--- src/rtl/tank_pkg.sv ---
// rtl/tank_pkg.sv - shared tank game types and screen bounds
package tank_pkg;

    typedef enum logic [1:0] {
        DIR_LEFT  = 2'b00,
        DIR_RIGHT = 2'b01,
        DIR_DOWN  = 2'b10,
        DIR_UP    = 2'b11
    } dir_t;

    typedef enum logic [1:0] {
        ST_IDLE     = 2'b00,
        ST_FLYING   = 2'b01,
        ST_COOLDOWN = 2'b10
    } shell_state_t;

    localparam logic [9:0] X_MIN = 10'd1;
    localparam logic [9:0] X_MAX = 10'd639;
    localparam logic [9:0] Y_MIN = 10'd1;
    localparam logic [9:0] Y_MAX = 10'd479;

endpackage

--- src/rtl/key_edge_detect.sv ---
// rtl/key_edge_detect.sv - one-frame pulse when a given keycode first appears
module key_edge_detect #(
    parameter logic [7:0] KEY = 8'd40
) (
    input  logic       clk,
    input  logic       rst_n,
    input  logic [7:0] keycode,
    output logic       key_edge
);

    logic [7:0] prev_key;

    always_ff @(posedge clk or negedge rst_n) begin
        if (!rst_n) begin
            prev_key <= 8'd0;
        end else begin
            prev_key <= keycode;
        end
    end

    assign key_edge = (keycode == KEY) && (prev_key != KEY);

endmodule

--- src/rtl/shell_ctrl.sv ---
// rtl/shell_ctrl.sv - single-shell projectile controller for one tank
module shell_ctrl
    import tank_pkg::*;
#(
    parameter logic [7:0] FIRE_KEY        = 8'd40,
    parameter logic [9:0] SHELL_SPEED     = 10'd4,
    parameter logic [9:0] SHELL_SIZE      = 10'd2,
    parameter logic [9:0] TANK_SIZE       = 10'd4,
    parameter logic [7:0] COOLDOWN_FRAMES = 8'd30
) (
    input  logic       frame_clk,
    input  logic       Reset,
    input  logic [7:0] keycode,
    input  logic [9:0] TankX,
    input  logic [9:0] TankY,
    input  logic [1:0] direction,
    input  logic       hit,
    output logic [9:0] ShellX,
    output logic [9:0] ShellY,
    output logic [9:0] ShellS,
    output logic       shell_active,
    output logic       fire_pulse
);

    // Bound checks run at 11 bits so sums of 10-bit values never wrap.
    localparam logic [10:0] OFF_W  = {1'b0, TANK_SIZE} + {1'b0, SHELL_SIZE};
    localparam logic [9:0]  OFFSET = OFF_W[9:0];
    localparam logic [10:0] SPD_W  = {1'b0, SHELL_SPEED};
    localparam logic [10:0] XMIN_W = {1'b0, X_MIN};
    localparam logic [10:0] XMAX_W = {1'b0, X_MAX};
    localparam logic [10:0] YMIN_W = {1'b0, Y_MIN};
    localparam logic [10:0] YMAX_W = {1'b0, Y_MAX};

    shell_state_t state, state_next;
    dir_t         shell_dir, dir_next, tank_dir;
    logic [9:0]   x_next, y_next, spawn_x, spawn_y;
    logic [7:0]   cnt, cnt_next;
    logic         pulse_next, fire_edge, spawn_ok, x_ok, y_ok, at_edge;
    logic [10:0]  tx_w, ty_w, sx_w, sy_w;

    assign tx_w     = {1'b0, TankX};
    assign ty_w     = {1'b0, TankY};
    assign sx_w     = {1'b0, ShellX};
    assign sy_w     = {1'b0, ShellY};
    assign tank_dir = dir_t'(direction);

    key_edge_detect #(
        .KEY(FIRE_KEY)
    ) u_fire_edge (
        .clk     (frame_clk),
        .rst_n   (Reset),
        .keycode (keycode),
        .key_edge(fire_edge)
    );

    always_comb begin
        spawn_x = TankX;
        spawn_y = TankY;
        x_ok    = (tx_w >= XMIN_W) && (tx_w <= XMAX_W);
        y_ok    = (ty_w >= YMIN_W) && (ty_w <= YMAX_W);
        case (tank_dir)
            DIR_LEFT: begin
                spawn_x = TankX - OFFSET;
                x_ok    = (tx_w >= XMIN_W + OFF_W) && (tx_w <= XMAX_W + OFF_W);
            end
            DIR_RIGHT: begin
                spawn_x = TankX + OFFSET;
                x_ok    = (tx_w + OFF_W >= XMIN_W) && (tx_w + OFF_W <= XMAX_W);
            end
            DIR_DOWN: begin
                spawn_y = TankY + OFFSET;
                y_ok    = (ty_w + OFF_W >= YMIN_W) && (ty_w + OFF_W <= YMAX_W);
            end
            DIR_UP: begin
                spawn_y = TankY - OFFSET;
                y_ok    = (ty_w >= YMIN_W + OFF_W) && (ty_w <= YMAX_W + OFF_W);
            end
        endcase
        spawn_ok = x_ok && y_ok;
    end

    // Expire one step early so the shell is never drawn on or past the border.
    always_comb begin
        at_edge = 1'b0;
        case (shell_dir)
            DIR_LEFT:  at_edge = (sx_w <= XMIN_W + SPD_W);
            DIR_RIGHT: at_edge = (sx_w + SPD_W >= XMAX_W);
            DIR_DOWN:  at_edge = (sy_w + SPD_W >= YMAX_W);
            DIR_UP:    at_edge = (sy_w <= YMIN_W + SPD_W);
        endcase
    end

    always_comb begin
        state_next = state;
        x_next     = ShellX;
        y_next     = ShellY;
        dir_next   = shell_dir;
        cnt_next   = cnt;
        pulse_next = 1'b0;
        case (state)
            ST_IDLE: begin
                if (fire_edge && spawn_ok) begin
                    state_next = ST_FLYING;
                    x_next     = spawn_x;
                    y_next     = spawn_y;
                    dir_next   = tank_dir;
                    pulse_next = 1'b1;
                end
            end
            ST_FLYING: begin
                if (hit || at_edge) begin
                    x_next     = 10'd0;
                    y_next     = 10'd0;
                    cnt_next   = COOLDOWN_FRAMES;
                    state_next = (COOLDOWN_FRAMES == 8'd0) ? ST_IDLE : ST_COOLDOWN;
                end else begin
                    case (shell_dir)
                        DIR_LEFT:  x_next = ShellX - SHELL_SPEED;
                        DIR_RIGHT: x_next = ShellX + SHELL_SPEED;
                        DIR_DOWN:  y_next = ShellY + SHELL_SPEED;
                        DIR_UP:    y_next = ShellY - SHELL_SPEED;
                    endcase
                end
            end
            ST_COOLDOWN: begin
                cnt_next = cnt - 8'd1;
                if (cnt <= 8'd1) begin
                    state_next = ST_IDLE;
                end
            end
            default: begin
                state_next = ST_IDLE;
            end
        endcase
    end

    always_ff @(posedge frame_clk or negedge Reset) begin
        if (!Reset) begin
            state      <= ST_IDLE;
            ShellX     <= 10'd0;
            ShellY     <= 10'd0;
            shell_dir  <= DIR_LEFT;
            cnt        <= 8'd0;
            fire_pulse <= 1'b0;
        end else begin
            state      <= state_next;
            ShellX     <= x_next;
            ShellY     <= y_next;
            shell_dir  <= dir_next;
            cnt        <= cnt_next;
            fire_pulse <= pulse_next;
        end
    end

    assign shell_active = (state == ST_FLYING);
    assign ShellS       = SHELL_SIZE;

endmodule

--- config.mk ---
export PLATFORM = sky130hd
export DESIGN_NAME = shell_ctrl
export DESIGN_NICKNAME = d
export VERILOG_FILES = /design/src/rtl/tank_pkg.sv /design/src/rtl/key_edge_detect.sv /design/src/rtl/shell_ctrl.sv
export SDC_FILE = /design/constraint.sdc
export NUM_CORES = 1
export LEC_CHECK = 0
export CAP_MARGIN = 25
export CORE_MARGIN = 3
export CORE_UTILIZATION = 35
export CTS_BUF_LIST = sky130_fd_sc_hd__clkbuf_4
export DETAILED_ROUTE_END_ITERATION = 8
export DONT_BUFFER_PORTS = 1
export GPL_TIMING_DRIVEN = 1
export SLEW_MARGIN = 10
export SYNTH_ARGS = -nofsm -noshare
export SYNTH_HDL_FRONTEND = slang
export SYNTH_SLANG_ARGS = --single-unit
--- constraint.sdc ---
create_clock -name frame_clk -period 3.6 [get_ports frame_clk]
set_input_delay 0.18 -clock frame_clk [delete_from_list [all_inputs] [get_ports frame_clk]]
set_output_delay 0.18 -clock frame_clk [all_outputs]
set_load 0.05 [all_outputs]
* Word level (Yosys, flattened, before mapping)
Cells that the tools add are included.
Word-level totals: flip-flop bits (word level) 41, bits of input ports 33, output and inout bits 32, word-level logic and storage cells 93
Cells by class: $add $sub $neg 13, magnitude comparators 17, equal/unequal tests 15, muxes and demuxes 21, reductions and logical operators 20
Operator list (number):
- 10-bit one-hot mux with 2 select lines | 6
- 10-bit by 3-bit adder with 11-bit output (second input constant) | 4
- 10-bit by 3-bit adder with 10-bit output (second input constant) | 4
- 10-bit two-way mux | 4
- 10-bit by 3-bit subtractor with 10-bit output (second input constant) | 4
- 11-bit by 1-bit greater-or-equal comparator with 1-bit output (second input constant) | 2
- 10-bit by 1-bit greater-or-equal comparator with 1-bit output (second input constant) | 2
- 10-bit by 3-bit greater-or-equal comparator with 1-bit output (second input constant) | 2
- 10-bit <= comparator (second input constant) | 2
- 10-bit by 3-bit <= comparator with 1-bit output (second input constant) | 2
- 10-bit by 9-bit <= comparator with 1-bit output (second input constant) | 2
- 8-bit one-hot mux with 2 select lines | 1
- 11-bit by 10-bit greater-or-equal comparator with 1-bit output (second input constant) | 1
- 11-bit by 9-bit greater-or-equal comparator with 1-bit output (second input constant) | 1
- 11-bit by 10-bit <= comparator with 1-bit output (second input constant) | 1
- 11-bit by 9-bit <= comparator with 1-bit output (second input constant) | 1
- 2-bit == test (second input constant) | 5
- 1-bit logical AND | 9
- 3-bit AND reduction | 3
- 8-bit by 6-bit == test with 1-bit output (second input constant) | 1
- 8-bit by 1-bit <= comparator with 1-bit output (second input constant) | 1
- 8-bit two-way mux | 1
- 4-bit by 1-bit inequality test with 1-bit output (second input constant) | 2
- 8-bit by 6-bit inequality test with 1-bit output (second input constant) | 1
- 13 further kinds | 24

* Depth between registers and ports, before layout
Gate-level depths: netlist of the first run.
word-level depth 8, mapped depth 13, gate-level depth less buffers 12

* Modules after synthesis
From an unflattened synthesis of the first run, not the netlist that was laid out.
Unflattened totals: cell total of the unflattened synthesis 505, area, all modules 4413.0 µm²
Modules (own cells, without submodules):
- shell_ctrl | times used 1, cells an instance 492, area each 4167.7 µm²
- key_edge_detect | times used 1, cells an instance 13, area each 245.2 µm²

* Worst setup path before layout of the first run
No wires, ideal clock.
path type reg-to-reg, from register ShellY[3], to register ShellX[2], setup time 0.125 ns, arrival 2.840 ns, data required time 3.475 ns, path slack 0.635 ns, cell stages (with the launch flop) 10, buffers on the path 0, clock period less this slack 2.965 ns, cell sequence dfrtp_1 inv_1 ha_1 a211o_1 a2111oi_0 o21ai_0 a41oi_2 nor2_2 a31oi_4 mux2_2
On the way: cells in the longest elaborated chain, start to end 6, elaborated cells between the ends (all ways) 9, those cells by class 1 x add/sub; 2 x order compare; 1 x eq/ne; 3 x mux; 2 x reduce/logical
RTL lines:
- from (decl) | line shell_ctrl.sv:19 | output logic [9:0] ShellY,
- from (signal assigned) | line shell_ctrl.sv:148 | ShellY <= y_next;
- 10-bit by 3-bit adder with 11-bit output | line shell_ctrl.sv:88 | DIR_DOWN: at_edge = (sy_w + SPD_W >= YMAX_W);
- 11-bit by 9-bit greater-or-equal comparator with 1-bit output | line shell_ctrl.sv:88
- 1-bit one-hot mux with 4 select lines (*) | line shell_ctrl.sv:85 | case (shell_dir)
- 1-bit logical OR (*) | line shell_ctrl.sv:111 | if (hit || at_edge) begin
- 4-bit by 1-bit inequality test with 1-bit output (no line) / 10-bit two-way mux (equally long branches)
- 3-bit AND reduction (no line) / 10-bit one-hot mux with 2 select lines (equally long branches)
- to (signal assigned) | line shell_ctrl.sv:147 | ShellX <= x_next;
- to (decl) | line shell_ctrl.sv:18 | output logic [9:0] ShellX,
Mark *: on every way between the ends. The rest lies on a longest branch, timed or not. A chain may end at the register's enable or synchronous reset.

* Worst setup path after layout of the first run
from register ShellY[4], to register ShellX[4]
Same word-level chain as after synthesis.

==> key figures, run 1 <==
Hold path
  • Hold Crit Class: input port to flip-flop
  • Hold path depth: 2
  • Hold endpoint: ShellY[1]$_DFFE_PN0P_
  • Hold Crit Start: direction[1]

Global route
  • Largest net degree at the start of global routing: 42
  • GRT Overall Usage: 16.49%
  • Global route overflow: 0
  • First-pass GRT wire length: 19420 um
  • Vias in the first global route: 3824
  • Number of antenna violations at the first check in global routing: 0

Clock network
  • TritonCTS Buffers: 5
  • Clock Pin Slew Worst Setup and Hold Paths: 0.13 ns
  • CTS resizes: 0
  • Clock Tree Buf Depth: 2
  • Clock root buffer: clkbuf_4
  • Hold-fix buffers, CTS: 13
  • TritonCTS clock tree: yes
  • Worst-skew pair later-pin latency: 0.36 ns
  • CTS H-tree depth: 2
  • Postcts setup bufs: 0
  • Clk sink count: 41

Critical path
  • CP Launch Type: flip-flop
  • CP required: 3.84 ns
  • CP max FO: 8
  • Crit Path Class: flip-flop to flip-flop
  • Crit path arrival time: 3.22 ns
  • Worst R2R Start: ShellY[4]$_DFFE_PN0P_
  • FF-to-FF path depth: 9
  • CP Capture Type: flip-flop
  • Reg-to-reg slack, setup: 0.62 ns
  • Reg-to-reg endpoint: ShellX[4]$_DFFE_PN0P_

Pwr
  • P_sw: 0.2877 mW
  • PD cells: 210.8 nW/um^2
  • Leak: 2.010 nW
  • Peak supply drop: 150.1 uV
  • Switch share: 28.59%
  • Logic pwr share: 23.4%
  • Flop pwr share: 46.3%
  • Clock power share: 30.3%
  • Pint: 0.7184 mW

Logic synthesis
  • Synth cell count leaders: dfrtp_1, ha_1, o21ai_0, inv_1, nand2_1
  • Synth top area share: 23.52%
  • EDFF count, synth: 0
  • Synthesized area per cell: 8.521 sq um
  • Top-count cell post-synth: dfrtp_1
  • Yosys top cell by area: dfrtp_1
  • Distinct cell type count after synthesis: 75
  • Register area share after synthesis: 23.52%
  • Synthesized area: 4363 sq um
  • Top_reg_cell synth: dfrtp_1
  • Flops & latches, synth: 41
  • Largest cells by area after synthesis: dfrtp_1, ha_1, o21ai_0, xnor2_1, a21oi_1
  • Async S/R FF share, synth: 100.0%
  • Post-Synthesis Cells: 512
  • Synth warn: 0

STA
  • Skew final: 0.01353 ns
  • TNS Setup: 0 ns
  • Max Fclk: 0.3359 GHz
  • Worst slew pin tran: 0.8029 ns
  • Tcrit/Tclk final: 82.70%
  • RSZ-0062 raised after global routing: no
  • Worst setup margin: 0.6230 ns
  • Final setup viols: 0
  • Slew Limit Fails: 0
  • Post-layout min period: 2.977 ns
  • Worst slew margin: 45.91%
  • Hold Vio Cnt, Final: 0

Final layout
  • Fillers: 1263
  • Design area: 4773 sq um
  • Antenna cell count: 0
  • Layout Nets: 601
  • Share of cells above drive strength 1: 10.10%
  • Area Overhead vs Synth: 9.406%

Floorplanning
  • DIE AREA: 13840 sq um
  • Starting Density: 36.02%
  • Top Ports: 65
  • Core ar.: 12110 sq um
  • Floorplan row count: 40
  • Die width: 117.7 um
  • Die height: 117.7 um

Placed design
  • I/O Buffers: 0
  • Placed Area: 4554 sq um
  • Final GP Congestion: 0.8791
  • HPWL Detailed: 8919 um
  • Pre-CTS setup slack: 0.6877 ns

Routing
  • Total number of vias: 3945
  • DRT Pass-1 Iters: 5
  • Post-Route WL: 11690 um
  • DRC: 0
  • 1st-iter DRT viols: 245
  • Vias per Instance: 5.693
  • Antenna-violating nets left: 0
  • Routed len/inst: 16.86 um

Status
  • Outcome: complete, no violations

Run
  • Max cap viols: 0
[worst max path at each step]
stage / start / endpoint / slack, ns / cells past startpoint
after detailed placement: ShellY[4]$_DFFE_PN0P_ / ShellX[7]$_DFFE_PN0P_ / 0.69 / 9
after global routing: ShellY[3]$_DFFE_PN0P_ / ShellX[4]$_DFFE_PN0P_ / 0.35 / 10
after CTS: ShellY[4]$_DFFE_PN0P_ / ShellX[3]$_DFFE_PN0P_ / 0.61 / 9
after global placement: ShellY[4]$_DFFE_PN0P_ / ShellX[6]$_DFFE_PN0P_ / 0.69 / 9
final: ShellY[4]$_DFFE_PN0P_ / ShellX[4]$_DFFE_PN0P_ / 0.62 / 9
after floorplan: ShellY[3]$_DFFE_PN0P_ / ShellX[2]$_DFFE_PN0P_ / 0.64 / 9
[final cells by class]
| cell class | count | area [sq um] | area share [%] |
|---|---|---|---|
| Timing Repair Buffer | 30 | 267.8 | 5.609 |
| Tap cell | 168 | 210.2 | 4.404 |
| Multi-Input combinational cell | 415 | 3074 | 64.40 |
| Sequential cell | 41 | 1026 | 21.49 |
| Inverter | 31 | 116.4 | 2.438 |
| Clock inverter | 2 | 33.78 | 0.7077 |
| Clock buffer | 6 | 45.04 | 0.9436 |
[registers in the layout, indices dropped and copies added, names as in the netlist]
| name | count |
|---|---|
| state | 2 |
| ShellX | 10 |
| ShellY | 10 |
| fire_pulse | 1 |
| u_fire_edge.prev_key | 8 |
| cnt | 8 |
| shell_dir | 2 |
[power by group through the flow]
| stage | clock network [mW] | logic [mW] | registers [mW] |
|---|---|---|---|
| 6_report | 0.305 | 0.235 | 0.466 |
| 5_1_grt | 0.333 | 0.260 | 0.467 |
| 4_1_cts | 0.315 | 0.235 | 0.466 |
| 3_5_place_dp | 0 | 0.210 | 0.475 |
| 3_3_place_gp | 0 | 0.204 | 0.475 |
| 2_1_floorplan | 0 | 0.203 | 0.475 |
[cell families (layout without fill, tap and decap cells)]
family	after synthesis	count (layout)	synth area share, %
flip-flops	41	41	23.52
AO/OA/AOI/OAI	162	162	26.96
multiplexers	19	19	4.617
AND/OR/NAND/NOR	147	147	18.04
buffers and inverters	64	69	6.768
other	2	10	0.1721
adder cells (fa/ha/maj)	44	44	13.31
XOR/XNOR	33	33	6.625
[cell usage in the layout (no fill, tap or decap), types with 6 or more instances in the layout]
cell,n
a211oi_1,8
a21o_1,9
a21oi_1,27
buf_4,17
clkbuf_4,6
conb_1,10
dfrtp_1,41
dlygate4sd3_1,12
ha_1,40
inv_1,31
mux2_2,9
mux2i_1,10
nand2_1,31
nand2b_1,7
nand3_1,15
nor2_1,25
nor2b_1,6
nor3_1,13
o211ai_1,6
o21a_1,8
o21ai_0,34
o221ai_1,6
o22ai_1,7
or2_2,6
or3_1,6
xnor2_1,19
xor2_1,14
[worst max-delay path, stage by stage (launching register included)]
cell	delay, ns
dfrtp_1	0.38
buf_4	0.21
or4_1	0.46
a2111oi_0	0.40
buf_4	0.20
a41oi_1	0.05
a41oi_2	0.31
nor2_2	0.12
a31oi_4	0.37
mux2_2	0.38
[through the flow]
| step | power (mW) | cells | util (%) | hold WS, ns |
|---|---|---|---|---|
| 2_1_floorplan | 0.6779 | 520 | - | -0.1156 |
| 3_3_place_gp | 0.6789 | 672 | 37.60 | -0.1141 |
| 3_5_place_dp | 0.6852 | 672 | 37.60 | -0.1143 |
| 4_1_cts | 1.017 | 693 | 39.41 | 0.009645 |
| 5_1_grt | 1.060 | 693 | 39.41 | 0.01203 |
| 6_report | 1.006 | 693 | 39.41 | 0.01753 |
[metal layers]
metal	track usage, %	part of all wire, %	routed length [um]
met1	20.55	43	5061
met2	29.54	50	5897
met3	3.172	5.1	593
met4	3.516	1.1	132
met5	0	0	0
No activity file was read; power rests on OpenSTA's default activity.
==> run 2: changes to the inputs <==
==> constraint.sdc (replaced) <==
create_clock -name frame_clk -period 3.1 [get_ports frame_clk]
set_input_delay 0.155 -clock frame_clk [delete_from_list [all_inputs] [get_ports frame_clk]]
set_output_delay 0.155 -clock frame_clk [all_outputs]
set_load 0.05 [all_outputs]
==> run 2 against run 1 <==
  * Register-to-register slack got worse by 0.37 ns
  * Clock power decreased by 10%
  * Final cell count grew 0.87%
  * Combinational power is 16% higher
  * Highest routed layer unchanged
==> key figures, run 2 (synthesis gave the netlist of run 1 again) <==
Final layout
  • Most frequent cells in the layout: dfrtp_1, ha_1, o21ai_0
  • Finished Core Util: 39.59% (+0.18 points)
  • Area Overhead vs Synth: 9.894%
  • Finished Layout Cells: 699 (+0.87%)
  • Most common cell after layout, fill and taps aside: dfrtp_1
  • Largest registers: ShellX x10, ShellY x10
  • Share of cells above drive strength 1: 11.30% (+1.2 points)
  • Fillers: 1251 (-0.95%)
  • Antenna cell count: 0 (unchanged)
  • Layout Nets: 607 (+1.0%)

Clock network
  • TritonCTS clock tree: yes
  • Clock Tree Buf Depth: 2 (unchanged)
  • Worst-skew pair later-pin latency: 0.36 ns (about the same)
  • Clock root buffer: clkbuf_4
  • TritonCTS Buffers: 5 (unchanged)
  • CTS H-tree depth: 2 (unchanged)
  • Clock Pin Slew Worst Setup and Hold Paths: 0.13 ns (about the same)
  • Postcts setup bufs: 0 (unchanged)
  • Clk sink count: 41 (unchanged)

Routing
  • DRC: 0 (unchanged)
  • DRT Pass-1 Iters: 5 (unchanged)
  • 1st-iter DRT viols: 345 (+41%)
  • Vias per Instance: 5.737 (+0.78%)
  • Post-Route WL: 11790 um (+0.88%)
  • Routed len/inst: 16.86 um (about the same)
  • Antenna-violating nets left: 0 (unchanged)
  • Total number of vias: 4010 (+1.6%)

STA
  • Post-layout min period: 2.850 ns (-0.1270 ns)
  • RSZ-0062 raised after global routing: no
  • Slew Limit Fails: 0 (unchanged)
  • Hold Vio Cnt, Final: 0 (unchanged)
  • Skew final: 0.009482 ns (-0.004048 ns)
  • Worst slew pin tran: 0.5809 ns (-0.2220 ns)
  • TNS Setup: 0 ns (unchanged)
  • Final setup viols: 0 (unchanged)
  • Worst slew margin: 60.78% (+15 points)
  • Hold Slack: 0.008483 ns (-0.009042 ns)
  • Tcrit/Tclk final: 91.94% (+9.2 points)
  • Max Fclk: 0.3509 GHz (+4.5%)

Global route
  • GRT Overall Usage: 16.84% (+0.35 points)
  • Largest net degree at the start of global routing: 42 (unchanged)
  • Number of antenna violations at the first check in global routing: 0 (unchanged)
  • First-pass GRT wire length: 19750 um (+1.7%)
  • Vias in the first global route: 3993 (+4.4%)
  • Global route overflow: 0 (unchanged)

Placed design
  • I/O Buffers: 0 (unchanged)
  • Inst Count DP: 678 (+0.89%)
  • Final GP Congestion: 0.8930 (+1.6%)
  • HPWL Detailed: 8937 um (+0.21%)

Critical path
  • CP Launch Type: flip-flop
  • CP required: 3.41 ns (-0.43 ns)
  • FF-to-FF path depth: 10 (+1)
  • CP max FO: 16 (+8)
  • Reg-to-reg endpoint: ShellY[9]$_DFFE_PN0P_
  • Crit path arrival time: 3.16 ns (-0.06 ns)
  • Worst R2R Start: ShellY[2]$_DFFE_PN0P_
  • Reg-to-reg slack, setup: 0.25 ns (-0.37 ns)
  • CP Capture Type: flip-flop
  • Crit Path Class: flip-flop to flip-flop

Hold path
  • Hold Crit Class: input port to flip-flop
  • Hold endpoint: ShellY[1]$_DFFE_PN0P_
  • Hold path depth: 2 (unchanged)
  • Hold Crit Start: TankY[1]

Run
  • Max cap viols: 0 (unchanged)

Pwr
  • Leak: 2.030 nW (+1.0%)
  • Peak supply drop: 113.2 uV (-25%)
  • Tot Pwr: 1.089 mW (+8.2%)
  • PD cells: 227.1 nW/um^2 (+7.7%)

Status
  • Outcome: complete, no violations

Floorplanning
  • Core ar.: 12110 sq um (unchanged)
  • Starting Density: 36.02% (unchanged)
  • DIE AREA: 13840 sq um (unchanged)
  • Die height: 117.7 um (unchanged)
  • Die width: 117.7 um (unchanged)
  • Floorplan row count: 40 (unchanged)
  • Top Ports: 65 (unchanged)
==> run 2: changes by cell type in the layout (fill, tap and decap cells not counted) <==
cell | before | now
buf_4 | 17 | 23
clkinv_1 | 1 | 0
clkbuf_4 | 6 | 5
clkinv_2 | 0 | 2
bufinv_16 | 1 | 0
clkinvlp_4 | 0 | 1
==> run 2: worst max path at each step <==
stage / from / endpoint / slack, ns
after floorplan: ShellY[3]$_DFFE_PN0P_ / ShellX[2]$_DFFE_PN0P_ / 0.14
after CTS: ShellY[2]$_DFFE_PN0P_ / ShellY[9]$_DFFE_PN0P_ / 0.25
after global placement: ShellY[2]$_DFFE_PN0P_ / ShellX[5]$_DFFE_PN0P_ / 0.33
after detailed placement: ShellY[2]$_DFFE_PN0P_ / ShellY[9]$_DFFE_PN0P_ / 0.29
after global routing: ShellY[2]$_DFFE_PN0P_ / ShellY[9]$_DFFE_PN0P_ / 0.006
final: ShellY[2]$_DFFE_PN0P_ / ShellY[9]$_DFFE_PN0P_ / 0.25
==> run 2: cell type report <==
type / instances / area [sq um] / share of cell area, %
Tap cell: 168 / 210.2 / 4.384
Clock buffer: 5 / 37.54 / 0.7829
Sequential cell: 41 / 1026 / 21.40
Inverter: 31 / 116.4 / 2.427
Multi-Input combinational cell: 415 / 3074 / 64.12
Clock inverter: 3 / 17.52 / 0.3653
Timing Repair Buffer: 36 / 312.8 / 6.524
==> run 2: repair_timing <==
action	CTS	global route
hold buffers	13	0
resized for setup	0	0
endpoints found under the hold margin	52	0
==> run 2: layer usage <==
| layer | share of wire, % | GRT usage, % | vias to the layer above |
|---|---|---|---|
| met4 | 1.8 | 4.249 | 0 |
| met2 | 50 | 29.79 | 109 |
| met3 | 6.4 | 4.421 | 13 |
| met5 | 0 | 0 | - |
| li1 | - | - | 1941 |
| met1 | 41 | 20.31 | 1947 |
==> run 2: per-stage QoR <==
stage,cell area [sq um],setup slack [ns]
after floorplan,4393,0.1354
after global placement,4599,0.3349
after detailed placement,4599,0.2883
after CTS,4795,0.2521
after global routing,4795,0.006321
final,4795,0.2499
==> run 2: where the power goes <==
part / total [mW] / switching, mW / internal (mW)
registers: 0.541 / 0.00140 / 0.540
clock network: 0.274 / 0.188 / 0.0857
logic: 0.273 / 0.156 / 0.118
==> run 2: worst max-delay path: stages, from the launching register on <==
cell and delay (ns):
dfrtp_1 0.37, buf_4 0.27, ha_1 0.28, a21o_1 0.10, a21oi_1 0.05, or3_1 0.31, o32a_1 0.36, nor2_2 0.26
nand2_2 0.25, o32ai_1 0.36, a22o_1 0.18
